--- src/rtl/control_unit.sv ---
// control_unit: microcode sequencer for the 8-bit bus CPU.
//
// Drives the bus-register strobes every cycle from a fetch/execute step counter,
// the IR opcode and the latched flags. It halts on HLT until clear.
//
// Ports:
//   clk         system clock; all state updates on the rising edge
//   clear       synchronous active-high reset
//   opcode      IR[7:4]
//   carry_flag  latched carry flag
//   zero_flag   latched zero flag
//   ctrl        control word:
//                 15 HLT, 14 MI, 13 RI, 12 RO, 11 IO, 10 II, 9 AI, 8 AO,
//                 7 EO, 6 SU, 5 BI, 4 OI, 3 CE, 2 CO, 1 J, 0 FI
//   step        current microstep, 0..4
//   halted      high once HLT has executed
module control_unit (
  input  logic        clk,
  input  logic        clear,
  input  logic [3:0]  opcode,
  input  logic        carry_flag,
  input  logic        zero_flag,
  output logic [15:0] ctrl,
  output logic [2:0]  step,
  output logic        halted
);

  localparam logic [15:0] CwNone   = 16'h0000;
  localparam logic [15:0] CwFetch0 = 16'h4004; // CO MI
  localparam logic [15:0] CwFetch1 = 16'h1408; // RO II CE
  localparam logic [15:0] CwOpAddr = 16'h4800; // IO MI
  localparam logic [15:0] CwLdA    = 16'h1200; // RO AI
  localparam logic [15:0] CwLdB    = 16'h1020; // RO BI
  localparam logic [15:0] CwAdd    = 16'h0281; // EO AI FI
  localparam logic [15:0] CwSub    = 16'h02C1; // EO AI SU FI
  localparam logic [15:0] CwSta    = 16'h2100; // AO RI
  localparam logic [15:0] CwLdi    = 16'h0A00; // IO AI
  localparam logic [15:0] CwJmp    = 16'h0802; // IO J
  localparam logic [15:0] CwOut    = 16'h0110; // AO OI
  localparam logic [15:0] CwHlt    = 16'h8000; // HLT

  localparam logic [3:0] OpLda = 4'h1;
  localparam logic [3:0] OpAdd = 4'h2;
  localparam logic [3:0] OpSub = 4'h3;
  localparam logic [3:0] OpSta = 4'h4;
  localparam logic [3:0] OpLdi = 4'h5;
  localparam logic [3:0] OpJmp = 4'h6;
  localparam logic [3:0] OpJc  = 4'h7;
  localparam logic [3:0] OpJz  = 4'h8;
  localparam logic [3:0] OpOut = 4'hE;
  localparam logic [3:0] OpHlt = 4'hF;

  typedef enum logic [1:0] {StFetch0, StFetch1, StExec, StHalted} state_e;

  state_e      state_q, state_d;
  logic [2:0]  step_q, step_d;
  logic [15:0] micro_word;
  logic [2:0]  last_step;

  // Microcode ROM: step x opcode x flags -> control word.
  always_comb begin
    micro_word = CwNone;
    case (step_q)
      3'd0: micro_word = CwFetch0;
      3'd1: micro_word = CwFetch1;
      3'd2: begin
        case (opcode)
          OpLda, OpAdd, OpSub, OpSta: micro_word = CwOpAddr;
          OpLdi:                      micro_word = CwLdi;
          OpJmp:                      micro_word = CwJmp;
          OpJc:                       micro_word = carry_flag ? CwJmp : CwNone;
          OpJz:                       micro_word = zero_flag ? CwJmp : CwNone;
          OpOut:                      micro_word = CwOut;
          OpHlt:                      micro_word = CwHlt;
          default:                    micro_word = CwNone;
        endcase
      end
      3'd3: begin
        case (opcode)
          OpLda:        micro_word = CwLdA;
          OpAdd, OpSub: micro_word = CwLdB;
          OpSta:        micro_word = CwSta;
          default:      micro_word = CwNone;
        endcase
      end
      3'd4: begin
        case (opcode)
          OpAdd:   micro_word = CwAdd;
          OpSub:   micro_word = CwSub;
          default: micro_word = CwNone;
        endcase
      end
      default: micro_word = CwNone;
    endcase
  end

  always_comb begin
    last_step = 3'd2;
    case (opcode)
      OpAdd, OpSub: last_step = 3'd4;
      OpLda, OpSta: last_step = 3'd3;
      default:      last_step = 3'd2;
    endcase
  end

  always_comb begin
    state_d = state_q;
    step_d  = step_q;
    if (state_q == StHalted) begin
      state_d = StHalted;
    end else if (step_q > 3'd4) begin
      // Unreachable step values recover straight to fetch.
      state_d = StFetch0;
      step_d  = 3'd0;
    end else begin
      unique case (state_q)
        StFetch0: begin
          state_d = StFetch1;
          step_d  = 3'd1;
        end
        StFetch1: begin
          state_d = StExec;
          step_d  = 3'd2;
        end
        StExec: begin
          if (micro_word[15]) begin
            state_d = StHalted;
          end else if (step_q == last_step) begin
            state_d = StFetch0;
            step_d  = 3'd0;
          end else begin
            step_d = step_q + 3'd1;
          end
        end
        default: begin
          state_d = StFetch0;
          step_d  = 3'd0;
        end
      endcase
    end
  end

  always_ff @(posedge clk) begin
    if (clear) begin
      state_q <= StFetch0;
      step_q  <= 3'd0;
    end else begin
      state_q <= state_d;
      step_q  <= step_d;
    end
  end

  // No bus driver may be enabled while clear is held; once halted the word is pinned to HLT.
  always_comb begin
    if (clear) begin
      ctrl = CwNone;
    end else if (state_q == StHalted) begin
      ctrl = CwHlt;
    end else begin
      ctrl = micro_word;
    end
  end

  assign step   = step_q;
  assign halted = (state_q == StHalted);

endmodule

--- config.mk ---
export PLATFORM = sky130hd
export DESIGN_NAME = control_unit
export DESIGN_NICKNAME = d
export VERILOG_FILES = /design/src/rtl/control_unit.sv
export SDC_FILE = /design/constraint.sdc
export NUM_CORES = 1
export LEC_CHECK = 0
export ABC_CLOCK_PERIOD_IN_PS = 1600
export CAP_MARGIN = 10
export CORE_MARGIN = 2
export CORE_UTILIZATION = 35
export CTS_BUF_LIST = sky130_fd_sc_hd__clkbuf_4 sky130_fd_sc_hd__clkbuf_8 sky130_fd_sc_hd__clkbuf_16
export DETAILED_ROUTE_END_ITERATION = 8
export PLACE_DENSITY = 0.7
export RECOVER_POWER = 100
export SLEW_MARGIN = 15
export SYNTH_ARGS = -nofsm -noshare
export SYNTH_HDL_FRONTEND = slang
export SYNTH_SLANG_ARGS = --single-unit
--- constraint.sdc ---
create_clock -name clk -period 1.6 [get_ports clk]
set_input_delay 0.24 -clock clk [delete_from_list [all_inputs] [get_ports clk]]
set_output_delay 0.24 -clock clk [all_outputs]
set_load 0.01 [all_outputs]
# Word level (Yosys, flattened, before mapping)
# Cells that the tools add are included.
[totals]
output_inout_bits = 20
ram_bits = 0
in_bits = 8
memories = 0
mem_bits_ro = 0
regBits = 5
latch_bits = 0
[op_classes]
n_lt_le_gt_ge = 1
div_mod_pow = 0
mux = 18
eq_ne = 20
n_reduce_logical = 6
n_shift = 0
mul = 0
n_bitwise = 1
n_addsub = 1
[ops]
columns = ["cell", "n"]
rows = [
  ["16-bit case mux with 7 select lines", 1],
  ["16-bit case mux with 5 select lines", 1],
  ["14-bit case mux with 3 select lines", 1],
  ["16-bit 2-to-1 mux", 2],
  ["12-bit 2-to-1 mux", 2],
  ["10-bit case mux with 2 select lines", 1],
  ["4-bit by 3-bit equality test with 1-bit output (second input constant)", 4],
  ["4-bit equality test (second input constant)", 3],
  ["3-bit 2-to-1 mux", 3],
  ["3-bit case mux with 3 select lines", 1],
  ["4-bit by 2-bit equality test with 1-bit output (second input constant)", 2],
  ["2-bit 2-to-1 mux", 4],
  ["3-bit by 2-bit equality test with 1-bit output (second input constant)", 2],
  ["2-bit case mux with 3 select lines", 1],
  ["3-bit case mux with 2 select lines", 1],
  ["5-bit != test (second input constant)", 1],
  ["2-bit equality test (second input constant)", 2],
  ["4-bit by 1-bit equality test with 1-bit output (second input constant)", 1],
  ["2-bit OR reduction", 2],
  ["4-bit OR reduction", 1],
  ["3-bit by 1-bit adder with 3-bit output (second input constant)", 1],
  ["3-bit by 1-bit equality test with 1-bit output (second input constant)", 1],
  ["3-bit equality test", 1],
  ["3-bit equality test (second input constant)", 1],
  ["7 further kinds", 7],
]

# Depth between registers and ports, before layout
[depth]
word_depth = 9
mapped_depth = 7
ltp_nobuf = 7

# Worst setup path before layout
# Ideal clock, no wire load.
[synth_timing]
path_type = "register to output"
start = "register step_q[0], in the netlist step[0]"
end = "output port ctrl[8]"
t_arrival_ps = 1574
path_stages_with_launch = 8
setup_slack_ps = -214
path_cell_list = "dfxtp_1 > inv_1 > ha_1 > nor3_1 > nor2_1 > o21ai_0 > o22ai_1 > and3_1"
[synth_via]
elab_chain_cells = 4
elab_cells_between_ends = 8
[synth_lines]
columns = ["item", "line_no", "rtl"]
rows = [
  ["start, declared", "56", "logic [2:0] step_q, step_d;"],
  ["start signal, assigned", "149", "step_q <= step_d;"],
  ["3-bit equality test (tied with other cells)", "63", "case (step_q)"],
  ["16-bit case mux with 5 select lines *", "63", ""],
  ["16-bit 2-to-1 mux *", "157", "end else if (state_q == StHalted) begin"],
  ["16-bit 2-to-1 mux *", "155", "if (clear) begin"],
  ["end, declared", "23", "output logic [15:0] ctrl,"],
]
# Mark *: on every way between the ends. The rest lies on a longest branch, timed or not.

# Final worst setup path
[layout_timing]
start = "register step_q[0], in the netlist step[0]"
end = "output port ctrl[11]"
# Same word-level chain as after synthesis.

==> flow_summary.yaml <==
sta:
  finalCritPeriodShare_pct: 122.4
  worstMarginPinSlew_ps: 306.1
  finalHoldViolCount: 0
  relSlewSlack_pct: 79.45
  setup_slack_ps: -357.9
  fin_crit_ps: 1958
  tns_ps: -3646
  rsz0062_at_grt: "yes"
  worst_clock_skew_ps: 6.070
  fmaxAchievable_mhz: 510.7
  whs_ps: 365.3
  final-setup-viol-count: 19
  slew_violations: 0
floorplan:
  core-area_mm2: 0.001942
  dieArea_mm2: 0.002423
  die_x_um: 49.22
  die-height_um: 49.22
  row_count: 16
  start_util_pct: 36.86
  pin_count: 28
setup_path:
  critPathCaptureType: "output port"
  r2r_setup_slack_ps: -220
  path_class: "reg -> out"
  startpoint_type: "flip-flop"
  crit_arrival_ps: 1720
  critical_path_peak_fanout: 4
  reg2reg_depth: 8
  critPathRequiredTime_ps: 1360
finish:
  fillers: 138
  antenna_cells: 0
  utilization_pct: 76.55
  regArea_um2: 108.9
  multi_input_area_um2: 733.2
  syn_to_final_growth_pct: 107.7
  fin_area_mm2: 0.001486
  drive_gt1_share_pct: 62.35
  nNetsFinal: 184
power_and_ir_drop:
  finalPower_mw: 0.9684
  ir_worst_vdd_uv: 783.6
  p_leak_nw: 0.6696
  power_density_mw_per_mm2: 651.5
clocking:
  root_buffer: "clkbuf_4"
  cts_tree: "done"
  clk_path_buf_depth: 2
  clock_latency_ps: 260
  clk_pin_slew_worst_paths_ps: 50
  cts_made_buffers: 3
  cts.sinks: 5
  htree_levels: 1
  holdBufCountCts: 0
outcome:
  status: "complete, but fails checks"
  failed_checks: "setup timing"
yosys:
  yosysSeqAreaShare_pct: 13.99
  syn_nets: 118
  syn_avg_cell_area_um2: 6.816
  ys_ff_latch: 5
  ys_warn_count: 0
  synth_cells: 105
  ys_types: 37
  synthFlopType: "dfxtp_1"
  async_flop_share_pct: 0
  synth-edff-count: 0
  synth_area_um2: 715.7
global_route:
  grt_pass1_vias: 1079
  grt_pass1_wl_mm: 5.106
  grt_usage_pct: 27.24
  grt_max_degree: 9
  grt_antenna_before_repair: 0
  grt-ovfl-total: 0
routing:
  via_per_inst: 5.777
  drt_iter0_markers: 66
  ant_nets: 0
  first_pass_iters: 5
  route.final.wire_length_mm: 3.637
  drc: 0
  vias: 1138
  post_drt_wl_per_cell_um: 18.46
place:
  placed_area_mm2: 0.001260
  hpwlAfterDp_mm: 1.950
  gp_congestion: 0.8425
  io_buffers: 27
min_path:
  hp-class: "in -> reg"
  whs_path_depth: 3
run:
  cap_viol_max_count: 0
[per-stage QoR]
step / cells / setup WS [ps]
after floorplan: 105 / -15.54
after global placement: 188 / -634.1
after detailed placement: 188 / -719.3
after CTS: 196 / -318.5
after global routing: 197 / -397.7
final: 197 / -357.9
[metal layers]
layer,vias to the layer above,GRT usage (%),wire (um)
li1,500,-,-
met1,555,30.63,1415
met2,69,49.10,1853
met3,14,5.521,256
met4,0,11.43,111
met5,-,0,0
[sequential cells by signal, indices dropped and copies added, names as in the netlist]
signal,cells
state_q,2
step,3
[where the power goes]
group	switching, mW	leakage, nW	internal, mW
combinational	0.305	0.608	0.318
sequential	0.0284	0.0430	0.145
clock	0.0606	0.0184	0.112
[logic make-up (layout without fill, tap and decap cells)]
| logic type | Yosys count | after routing | synth area share [%] |
|---|---|---|---|
| buf+inv | 15 | 80 | 11.54 |
| flops | 5 | 5 | 13.99 |
| compound gates | 25 | 25 | 23.25 |
| fa+ha+maj | 5 | 5 | 8.741 |
| xor+xnor | 3 | 3 | 3.672 |
| simple gates | 51 | 51 | 37.24 |
| mux | 1 | 1 | 1.573 |
[final cells by class]
cell class | instances | area share (%)
Clock buffer | 4 | 2.020
Inverter | 6 | 1.852
Multi-Input combinational cell | 85 | 49.33
Sequential cell | 5 | 7.323
Tap cell | 27 | 2.273
Timing Repair Buffer | 70 | 37.21
[cells in the mapped netlist, types with 2 or more instances]
cell type | instances | share of area [%]
nand3_1 | 4 | 2.8
nand4_1 | 3 | 2.6
buf_6 | 2 | 3.1
nand2_1 | 14 | 7.3
inv_1 | 6 | 3.1
nor3_1 | 3 | 2.1
buf_2 | 3 | 2.1
nor4b_1 | 2 | 2.4
o22ai_1 | 3 | 2.6
and3_4 | 2 | 3.1
nand2b_1 | 3 | 2.6
o21ai_0 | 2 | 1.4
buf_4 | 2 | 2.1
dfxtp_1 | 5 | 14
and3_1 | 2 | 1.7
nor2_1 | 12 | 6.3
a21oi_1 | 11 | 7.7
clkbuf_1 | 2 | 1.0
xnor2_1 | 2 | 2.4
ha_1 | 5 | 8.7
[timing repair]
item | 4_1_cts | 5_1_grt
gates resized for setup | 117 | 27
pin swaps | 22 | 19
endpoints found under the setup margin | 22 | 21
setup buffers | 5 | 5
[worst max-delay path: stages (launching register included)]
cell	delay, ps
dfxtp_4	370
inv_4	70
ha_4	160
nor2b_4	190
nand2_4	90
a221o_1	300
a21oi_2	130
buf_2	150
[cell usage in the layout (no fill, tap or decap), types with 2 or more instances in the layout]
cell / n
a21oi_1: 3
a21oi_2: 7
and3_4: 3
buf_2: 16
buf_4: 26
buf_6: 16
clkbuf_2: 3
clkbuf_4: 4
clkdlybuf4s50_1: 3
dfxtp_1: 2
dfxtp_4: 2
dlygate4sd2_1: 3
ha_4: 4
inv_1: 4
inv_4: 2
nand2_1: 12
nand2b_1: 3
nand3_1: 2
nand4_1: 3
nor2_1: 8
nor2_2: 3
nor2_4: 2
o22ai_1: 2
o22ai_2: 2
xnor2_1: 2
[worst paths after layout]
check,from,to
max,step[0],ctrl[11]
max reg2reg,step[0],step[2]
min,clear,state_q[0]
min reg2reg,step[2],step[2]
No activity file was read; power rests on OpenSTA's default activity.
